`src/rtl/prior_rr_arbiter_if.sv`:
```
// Request/grant bundle between requesting agents and the round-robin arbiter.
// The master side drives enable and req; the slave side, which is the arbiter,
// returns the registered one-hot grant, the owner index and the valid flag.
interface prior_rr_arbiter_if #(
  parameter int Width = 8
) ();

  localparam int IDW = (Width > 1) ? $clog2(Width) : 1;

  logic             enable;
  logic [Width-1:0] req;
  logic [Width-1:0] gnt;
  logic [IDW-1:0]   gnt_id;
  logic             gnt_valid;

  modport master (
    output enable,
    output req,
    input  gnt,
    input  gnt_id,
    input  gnt_valid
  );

  modport slave (
    input  enable,
    input  req,
    output gnt,
    output gnt_id,
    output gnt_valid
  );

endinterface

```
`src/rtl/prior_rr_arbiter.sv`:
```
// Round-robin arbiter sharing one resource between Width requesters.
// A rotating-priority search picks the first requester at or after the priority
// pointer. An IDLE/BUSY FSM owns the grant; a hold counter forces the owner to
// release after MAX_HOLD cycles when somebody else is waiting (MAX_HOLD=0 never
// forces a release). On every release the pointer moves just past the old owner,
// and the remaining requesters are re-arbitrated on the same edge, so a handoff
// costs no idle cycle.
module prior_rr_arbiter #(
  parameter int Width    = 8,
  parameter int MAX_HOLD = 16
) (
  input  logic                 clk,
  input  logic                 rst,
  prior_rr_arbiter_if.slave    bus
);

  localparam int IDW = (Width > 1) ? $clog2(Width) : 1;
  localparam int HCW = (MAX_HOLD > 0) ? $clog2(MAX_HOLD + 1) : 1;

  localparam logic [IDW-1:0] LAST_ID   = IDW'(Width - 1);
  localparam logic [HCW-1:0] HOLD_LAST = (MAX_HOLD > 0) ? HCW'(MAX_HOLD - 1) : '0;
  localparam bit             HOLD_EN   = (MAX_HOLD > 0);

  typedef enum logic {
    IDLE,
    BUSY
  } state_t;

  state_t           state_q, state_d;
  logic [Width-1:0] gnt_q, gnt_d;
  logic [IDW-1:0]   gnt_id_q, gnt_id_d;
  logic [IDW-1:0]   ptr_q, ptr_d;
  logic [HCW-1:0]   hold_q, hold_d;

  logic [Width-1:0] owner_oh;
  logic [Width-1:0] others;
  logic             others_pend;
  logic             owner_req;
  logic             at_limit;
  logic             timeout;
  logic             release_w;
  logic [IDW-1:0]   ptr_nxt;
  logic [IDW:0]     pick_idle;
  logic [IDW:0]     pick_busy;

  // First set bit of r searching upward from p with wrap at Width-1.
  // Result is {found, index}. The loop walks offsets from the farthest to the
  // nearest so the nearest hit is the last one written and therefore wins.
  // The wrap uses an explicit compare, so Width need not be a power of two.
  function automatic logic [IDW:0] sel(input logic [Width-1:0] r,
                                       input logic [IDW-1:0]   p);
    logic [IDW:0] res;
    logic [IDW:0] pos;
    res = '0;
    for (int i = Width - 1; i >= 0; i--) begin
      pos = {1'b0, p} + (IDW+1)'(i);
      if (pos >= (IDW+1)'(Width)) begin
        pos = pos - (IDW+1)'(Width);
      end
      if (r[pos[IDW-1:0]]) begin
        res = {1'b1, pos[IDW-1:0]};
      end
    end
    return res;
  endfunction

  // One-hot decode of a requester index.
  function automatic logic [Width-1:0] onehot(input logic [IDW-1:0] id);
    logic [Width-1:0] oh;
    oh     = '0;
    oh[id] = 1'b1;
    return oh;
  endfunction

  // Release conditions and both candidate selections, derived from current state.
  always_comb begin
    owner_oh    = onehot(gnt_id_q);
    others      = bus.req & ~owner_oh;
    others_pend = |others;
    owner_req   = |(bus.req & owner_oh);
    at_limit    = HOLD_EN && (hold_q == HOLD_LAST);
    timeout     = at_limit && others_pend;
    release_w   = !owner_req || timeout;
    ptr_nxt     = (gnt_id_q == LAST_ID) ? '0 : gnt_id_q + IDW'(1);
    pick_idle   = sel(bus.req, ptr_q);
    pick_busy   = sel(others, ptr_nxt);
  end

  // Grant FSM: next state, next grant, pointer and hold counter.
  always_comb begin
    state_d  = state_q;
    gnt_d    = gnt_q;
    gnt_id_d = gnt_id_q;
    ptr_d    = ptr_q;
    hold_d   = hold_q;

    unique case (state_q)
      IDLE: begin
        gnt_d = '0;
        if (bus.enable && pick_idle[IDW]) begin
          gnt_id_d = pick_idle[IDW-1:0];
          gnt_d    = onehot(pick_idle[IDW-1:0]);
          hold_d   = '0;
          state_d  = BUSY;
        end
      end

      BUSY: begin
        if (!bus.enable) begin
          // Disable wins over everything else; the pointer stays where it was.
          gnt_d   = '0;
          hold_d  = '0;
          state_d = IDLE;
        end else if (release_w) begin
          // The old owner drops to lowest priority; its own bit is masked
          // so a timed-out owner cannot win the same re-arbitration.
          ptr_d  = ptr_nxt;
          hold_d = '0;
          if (pick_busy[IDW]) begin
            gnt_id_d = pick_busy[IDW-1:0];
            gnt_d    = onehot(pick_busy[IDW-1:0]);
          end else begin
            gnt_d   = '0;
            state_d = IDLE;
          end
        end else if (HOLD_EN) begin
          // Owner keeps the grant; with nobody waiting at the limit the
          // counter restarts instead of forcing a release.
          hold_d = at_limit ? '0 : hold_q + HCW'(1);
        end
      end

      default: begin
        gnt_d   = '0;
        state_d = IDLE;
      end
    endcase
  end

  // State and output registers; reset clears the grant without waiting for a clock.
  always_ff @(posedge clk or posedge rst) begin
    if (rst) begin
      state_q  <= IDLE;
      gnt_q    <= '0;
      gnt_id_q <= '0;
      ptr_q    <= '0;
      hold_q   <= '0;
    end else begin
      state_q  <= state_d;
      gnt_q    <= gnt_d;
      gnt_id_q <= gnt_id_d;
      ptr_q    <= ptr_d;
      hold_q   <= hold_d;
    end
  end

  assign bus.gnt       = gnt_q;
  assign bus.gnt_id    = gnt_id_q;
  assign bus.gnt_valid = |gnt_q;

endmodule

```
`src/flat_wrapper.sv`:
```
// flat-port wrapper written by rule: the top's interface ports become plain ports
module prior_rr_arbiter_flat 
#(
  parameter int Width    = 8,
  parameter int MAX_HOLD = 16
)
  (clk, rst, bus_enable, bus_req, bus_gnt, bus_gnt_id, bus_gnt_valid);
  prior_rr_arbiter_if #(.Width(Width)) bus_i ();
  input  logic clk;
  input  logic rst;
  input wire logic [$bits(bus_i.enable)-1:0] bus_enable;
  input wire logic [$bits(bus_i.req)-1:0] bus_req;
  output wire logic [$bits(bus_i.gnt)-1:0] bus_gnt;
  output wire logic [$bits(bus_i.gnt_id)-1:0] bus_gnt_id;
  output wire logic [$bits(bus_i.gnt_valid)-1:0] bus_gnt_valid;
  assign bus_i.enable = bus_enable;
  assign bus_i.req = bus_req;
  assign bus_gnt = bus_i.gnt;
  assign bus_gnt_id = bus_i.gnt_id;
  assign bus_gnt_valid = bus_i.gnt_valid;
  prior_rr_arbiter #(.Width(Width), .MAX_HOLD(MAX_HOLD)) u_core (.clk(clk), .rst(rst), .bus(bus_i));
endmodule
```
`config.mk`:
```
export PLATFORM = sky130hd
export DESIGN_NAME = prior_rr_arbiter_flat
export DESIGN_NICKNAME = d
export VERILOG_FILES = /design/src/rtl/prior_rr_arbiter_if.sv /design/src/rtl/prior_rr_arbiter.sv /design/src/flat_wrapper.sv
export SDC_FILE = /design/constraint.sdc
export NUM_CORES = 1
export LEC_CHECK = 0
export BUFFER_PORTS_ARGS = -buffer_cell sky130_fd_sc_hd__clkbuf_2
export CAP_MARGIN = 20
export CORE_ASPECT_RATIO = 1.5
export CORE_UTILIZATION = 42
export CTS_BUF_LIST = sky130_fd_sc_hd__clkbuf_8 sky130_fd_sc_hd__clkbuf_16
export DETAILED_ROUTE_END_ITERATION = 8
export PLACE_DENSITY = 0.7
export SETUP_SLACK_MARGIN = 0.15
export SLEW_MARGIN = 10
export SYNTH_ARGS = -nofsm -noshare
export SYNTH_HDL_FRONTEND = slang
export SYNTH_SLANG_ARGS = --single-unit
```
`constraint.sdc`:
```
create_clock -name clk -period 4.55 [get_ports clk]
set_input_delay 0.91 -clock clk [delete_from_list [all_inputs] [get_ports clk]]
set_output_delay 0.91 -clock clk [all_outputs]
set_load 0.02 [all_outputs]
```
==> summary.txt, run 1 <==
Drt
  – DR iter-0 viols: 225
  – DR vias/cell: 6.60
  – Routed wl met2: 4890 um
  – Met3 WL post-DR: 355 um
  – Max Used Layer: met4
  – DRT antenna net count: 0
  – Initial DRT Pass Iterations: 5
  – Total Wirelength: 9460 um
  – Met1 WL: 3710 um
  – Remaining DRCs: 0
  – WL/cell: 19.1 um
  – Vias: 3267

Synth
  – Post-synthesis sequential area ratio: 14.8%
  – Area share of the largest cell type after synthesis: 14.8%
  – Cell variety after synth: 83
  – Post-synthesis simple-gate area fraction: 20.1%
  – Multiplexer share of the synthesized area: 22.2%
  – Async SR Flop Fraction: 100%
  – Main combinational cell family by area after synthesis: compound AO/OA/AOI/OAI gates
  – XOR/XNOR Fraction of Synth Area: 1.52%
  – Mapped cell area: 0.00337 mm^2
  – Synth top area cells: dfrtp_1 (15%), mux2i_1 (8.3%), mux4_2 (6.0%), ha_1 (3.7%), a21oi_1 (3.4%)
  – Ys flop type: dfrtp_1
  – Post-synthesis compound-gate area fraction: 30.5%
  – Post-Syn Nets: 409
  – Post-Synthesis Cells: 388
  – Yosys reg bits: 20
  – Synth area leader: dfrtp_1
  – Number of flops mapped to enable cells by yosys: 0
  – Syn Area/Cell: 8.69 um^2
  – Synthesis warning total: 0
  – Adder-Cell Fraction of Synth Area: 3.71%

STA
  – Slew Limit Fails: 0
  – Final setup fails: 0
  – Setup TNS: 0 ns
  – Slew margin rel.: 48.7%
  – Worst-Margin Slew: 0.768 ns
  – Crit share post-route: 84.1%
  – Skew final: 0.00377 ns
  – Period minus WS final: 3.83 ns
  – RSZ-0062 raised after global routing: false
  – Fmax achieved: 0.261 GHz
  – Hold Violations, Final: 0

Setup path
  – CP Max Fanout: 18
  – Critical path data required time: 4.68 ns
  – Crit. End Element: flop
  – Worst setup SP type: flop
  – Arr. time, crit path: 3.96 ns
  – Critical path type: reg2reg

Clocking
  – Hold Buf Count CTS: 0
  – Total CTS buffers: 3
  – Post-cts sizing count: 0
  – Setup Buffers After CTS: 0
  – H-Tree Depth: 1
  – CTS Buffer Depth: 2
  – Clk slew on worst S/H paths: 0.06 ns
  – Root buf cell: clkbuf_16
  – TritonCTS clock tree: built
  – Skew-Pair Late Insertion Delay: 0.25 ns
  – Clock sink total: 20

Die
  – Core Region: 0.00771 mm^2
  – Die extent in x: 75.2 um
  – Die Y: 112 um
  – I/O Pins: 23
  – Starting Density: 43.7%
  – Row cnt: 39
  – Die area: 0.00840 mm^2

Global route
  – Pin count of the biggest net entering global routing: 35
  – Vias in the first global route: 3136
  – First-pass GRT wire length: 15600 um
  – All-layer global routing usage: 23.7%
  – Initial antenna violation count: 0
  – Grt ovf: 0

Final layout
  – Syn-to-layout area delta: 5.71%
  – Share of cells above drive strength 1: 17.0%
  – FF+latch area: 500 um^2
  – Footprint of the multi-input gates: 0.00263 mm^2
  – Fill count: 794
  – Most frequent cells in the layout: nand2_1 (28), mux2i_1 (28), a21oi_1 (23)
  – N_diodes: 0
  – NumNets Final: 415

Run status
  – Status: completed

Placement
  – I/O Buffers: 22
  – Post-DP HPWL: 7170 um
  – Gpl congestion: 0.904

Worst hold path
  – Hold Crit Class: reg2reg

Job
  – Maxcap violations: 0
[registers in the layout, indices dropped and copies added, names as in the netlist]
signal,flops
u_core.state_q,1
u_core.hold_q,5
u_core.bus.gnt,8
u_core.ptr_q,3
u_core.bus.gnt_id,3
[synth_stat cells, drive strengths merged (3+ instances only)]
library cell and n:
clkbuf 12, nand3 10, and3 3, a22o 7, nor3 6, mux2 12, a2bb2oi 3, nor2b 11
o21ai 14, or3 7, nand2 28, a211oi 13, a211o 5, or2 4, nor3b 6, a31o 3
mux4 13, o22ai 3, a2111oi 3, o31ai 8, inv 18, a22oi 8, a21oi 24, buf 14
o221ai 3, or3b 4, a221oi 5, nor2 23, o211ai 4, and2 5, a21o 4, dfrtp 20
nor4 4, nand2b 7, xnor2 3, mux2i 29, ha 10
[per-layer routing]
| layer | up-vias | track usage [%] |
|---|---|---|
| li1 | 1542 | - |
| met1 | 1556 | 28.9 |
| met2 | 133 | 40.1 |
| met3 | 36 | 2.44 |
| met4 | 0 | 12.2 |
| met5 | - | 0 |
[layout make-up]
type                            instances  share of cell area, %
Multi-Input combinational cell        324                   73.9
Sequential cell                        20                   14.0
Timing Repair Buffer                   27                   4.14
Tap cell                              102                   3.58
Clock buffer                            4                   2.49
Inverter                               18                   1.90
[final timing paths]
check / start / endpoint / cells past startpoint / slack, ns
min in group asynchronous: rst / u_core.hold_q[4] / 2 / 0.77
worst min register to register: u_core.hold_q[1] / u_core.hold_q[1] / 2 / 0.50
worst min-delay path: u_core.hold_q[1] / u_core.hold_q[1] / 2 / 0.50
worst max register to register: u_core.bus.gnt_id[1] / u_core.bus.gnt_id[2] / 10 / 0.72
worst max-delay path: u_core.bus.gnt_id[1] / u_core.bus.gnt_id[2] / 10 / 0.72
max in group asynchronous: rst / u_core.hold_q[1] / 2 / 3.30
[metrics by stage]
step | instance area [um^2] | worst slack (ns) | hold slack, ns | utilization [%] | cells
after floorplan | 3370 | 0.843 | 0.464 | - | 388
after global placement | 3480 | 0.818 | 0.485 | 45.1 | 491
after detailed placement | 3480 | 0.787 | 0.497 | 45.1 | 491
after CTS | 3560 | 0.778 | 0.505 | 46.2 | 495
after global routing | 3560 | 0.535 | 0.538 | 46.2 | 495
final | 3560 | 0.722 | 0.503 | 46.2 | 495
[cell families after synthesis]
kind of cell,after synthesis
adders and majority gates,10
and+or+nand+nor,123
DFF,20
AOI/OAI and AO/OA,132
muxes,54
xor gates and xnor gates,5
buffers and inverters,44
[critical path: stages (launching register included)]
cell	delay (ns)
dfrtp_1	0.42
ha_1	0.20
ha_1	0.38
and2b_1	0.33
inv_2	0.10
a221o_1	0.42
or2_1	0.25
a2111oi_0	0.65
a41oi_2	0.29
a21o_1	0.30
a311o_1	0.37
Power of run 1 is not shown: default switching activity piles up to over one toggle a cycle in this logic, so the estimate is an artifact.
==> run 2, diff against run 1 <==
--- a/config.mk
+++ b/config.mk
@@ -11,7 +11,7 @@
 export CORE_UTILIZATION = 42
 export CTS_BUF_LIST = sky130_fd_sc_hd__clkbuf_8 sky130_fd_sc_hd__clkbuf_16
 export DETAILED_ROUTE_END_ITERATION = 8
-export PLACE_DENSITY = 0.7
+export PLACE_DENSITY = 0.72
 export SETUP_SLACK_MARGIN = 0.15
 export SLEW_MARGIN = 10
 export SYNTH_ARGS = -nofsm -noshare
==> constraint.sdc (replaced) <==
create_clock -name clk -period 3.51 [get_ports clk]
set_input_delay 0.702 -clock clk [delete_from_list [all_inputs] [get_ports clk]]
set_output_delay 0.702 -clock clk [all_outputs]
set_load 0.02 [all_outputs]
==> run 2 against run 1 <==
Global-route usage up 1.5 points. Clock skew barely moved. Register-to-register slack got worse by 0.54 ns. Highest routed layer unchanged. Clock-buffer cell count did not move. Worst hold slack worse by 0.0079 ns. Critical endpoint is now u_core.bus.gnt[0]. Setup slack lost 0.54 ns. Critical path type unchanged. Utilization increased by 5.7 points. Critical path depth up 2. First-iteration DRC count fell by 28%. Die area unchanged. Fmax increased by 15%. Sequential share of layout area is 1.5 points lower.
==> summary.txt, run 2 (same netlist as run 1, synthesis figures left out) <==
Final layout
  – Max reg flops: 8
  – Fin cells: 537
  – Share of cells above drive strength 1: 30.3%
  – Fin util: 51.9%
  – Most common cell after layout, fill and taps aside: buf_4
  – Fill count: 744
  – Syn-to-layout area delta: 18.7%
  – NumNets Final: 457
  – Most frequent cells in the layout: buf_4 (46), nand2_1 (28), mux2i_1 (28)
  – N_diodes: 0

Die
  – Starting Density: 43.7%
  – Die Y: 112 um
  – Die area: 0.00840 mm^2
  – Row cnt: 39
  – Die extent in x: 75.2 um
  – Core Region: 0.00771 mm^2
  – I/O Pins: 23

Placement
  – Cell total after placement: 528
  – Gpl congestion: 0.976
  – Setup WS pre-CTS: 0.0611 ns
  – Post-DP HPWL: 7920 um
  – I/O Buffers: 22

Drt
  – Vias: 3386
  – Routed wl met2: 5530 um
  – Met1 WL: 3840 um
  – Max Used Layer: met4
  – Met3 WL post-DR: 415 um
  – Remaining DRCs: 0
  – DR vias/cell: 6.31
  – DR iter-0 viols: 163
  – DRT antenna net count: 0
  – Initial DRT Pass Iterations: 5
  – Total Wirelength: 10200 um
  – WL/cell: 19.0 um

STA
  – Hold Violations, Final: 0
  – Worst-Margin Slew: 0.770 ns
  – Fmax achieved: 0.301 GHz
  – Final setup fails: 0
  – RSZ-0062 raised after global routing: true
  – Crit share post-route: 94.7%
  – Skew final: 0.00337 ns
  – Slew margin rel.: 48.6%
  – Final Worst Setup Slack: 0.185 ns
  – Slew Limit Fails: 0
  – Setup TNS: 0 ns
  – Period minus WS final: 3.33 ns

Clocking
  – TritonCTS clock tree: built
  – CTS Buffer Depth: 2
  – Root buf cell: clkbuf_16
  – H-Tree Depth: 1
  – Clock sink total: 20
  – Hold Buf Count CTS: 0
  – Total CTS buffers: 3
  – Skew-Pair Late Insertion Delay: 0.25 ns
  – Clk slew on worst S/H paths: 0.06 ns

Setup path
  – Arr. time, crit path: 3.48 ns
  – Crit. End Element: flop
  – Critical path type: reg2reg
  – R2R depth: 12
  – Critical path data required time: 3.67 ns
  – CP Max Fanout: 16
  – Worst setup SP type: flop

Job
  – Maxcap violations: 0

Global route
  – All-layer global routing usage: 25.2%
  – Pin count of the biggest net entering global routing: 35
  – Initial antenna violation count: 0
  – First-pass GRT wire length: 16500 um
  – Vias in the first global route: 3318
  – Grt ovf: 0

Worst hold path
  – WHS Path Cells: 1
  – Hold Crit Class: reg2reg

Run status
  – Status: completed
-- run 2: cell types whose count changed in the layout (fill, tap and decap cells not counted), moves of 2 or more --
cell and change:
inv_1 -3, ha_4 +2, buf_4 +41, dfrtp_2 +2, ha_2 +2, mux4_2 +2, inv_2 +2, a211oi_2 +3
ha_1 -4, mux2_4 +2, dfrtp_1 -2, a211oi_1 -3, mux4_1 -2
-- run 2: cell type report --
type / count / area, um^2 / area share, %
clock buffer: 4 / 88.8 / 2.22
multi-input combinational: 324 / 2740 / 68.4
timing repair buffer: 69 / 475 / 11.9
inverter: 18 / 71.3 / 1.78
tap: 102 / 128 / 3.19
sequential: 20 / 503 / 12.6
-- run 2: critical path, cell delays in order, from the launching register on --
cell      delay, ns
dfrtp_2        0.42
ha_2           0.18
ha_2           0.19
buf_12         0.15
or3b_1         0.39
a22o_1         0.22
mux4_2         0.53
nor3b_2        0.20
o21ai_2        0.11
a311oi_4       0.13
buf_4          0.17
or3_1          0.34
o31ai_1        0.18
-- run 2: per-layer routing --
layer	vias to the layer above	global-route usage [%]
met5	-	0
met4	0	9.38
li1	1612	-
met2	105	44.7
met3	27	2.62
met1	1642	30.3
-- run 2: timing repair --
action | CTS | global route
buffers inserted | 3 | 2
endpoints found under the hold margin | 0 | 0
resized for setup | 1 | 16
setup endpoints to repair | 8 | 10
pin swaps | 1 | 4
-- run 2: metrics by stage --
stage / hold slack, ns / area [um^2]
after floorplan: 0.464 / 3430
after detailed placement: 0.494 / 3820
final: 0.495 / 4000
after CTS: 0.501 / 3930
after global routing: 0.513 / 4000
after global placement: 0.482 / 3820
-- run 2: final timing paths --
check	startpoint	to	slack, ns
worst max-delay path	u_core.bus.gnt_id[1]	u_core.bus.gnt[0]	0.18
worst min-delay path	u_core.hold_q[2]	u_core.hold_q[2]	0.49
worst max register to register	u_core.bus.gnt_id[1]	u_core.bus.gnt[0]	0.18
worst min register to register	u_core.hold_q[2]	u_core.hold_q[2]	0.49
max in group asynchronous	rst	u_core.bus.gnt_id[0]	2.41
min in group asynchronous	rst	u_core.hold_q[0]	0.56
Power of run 2 is left out for the same reason.
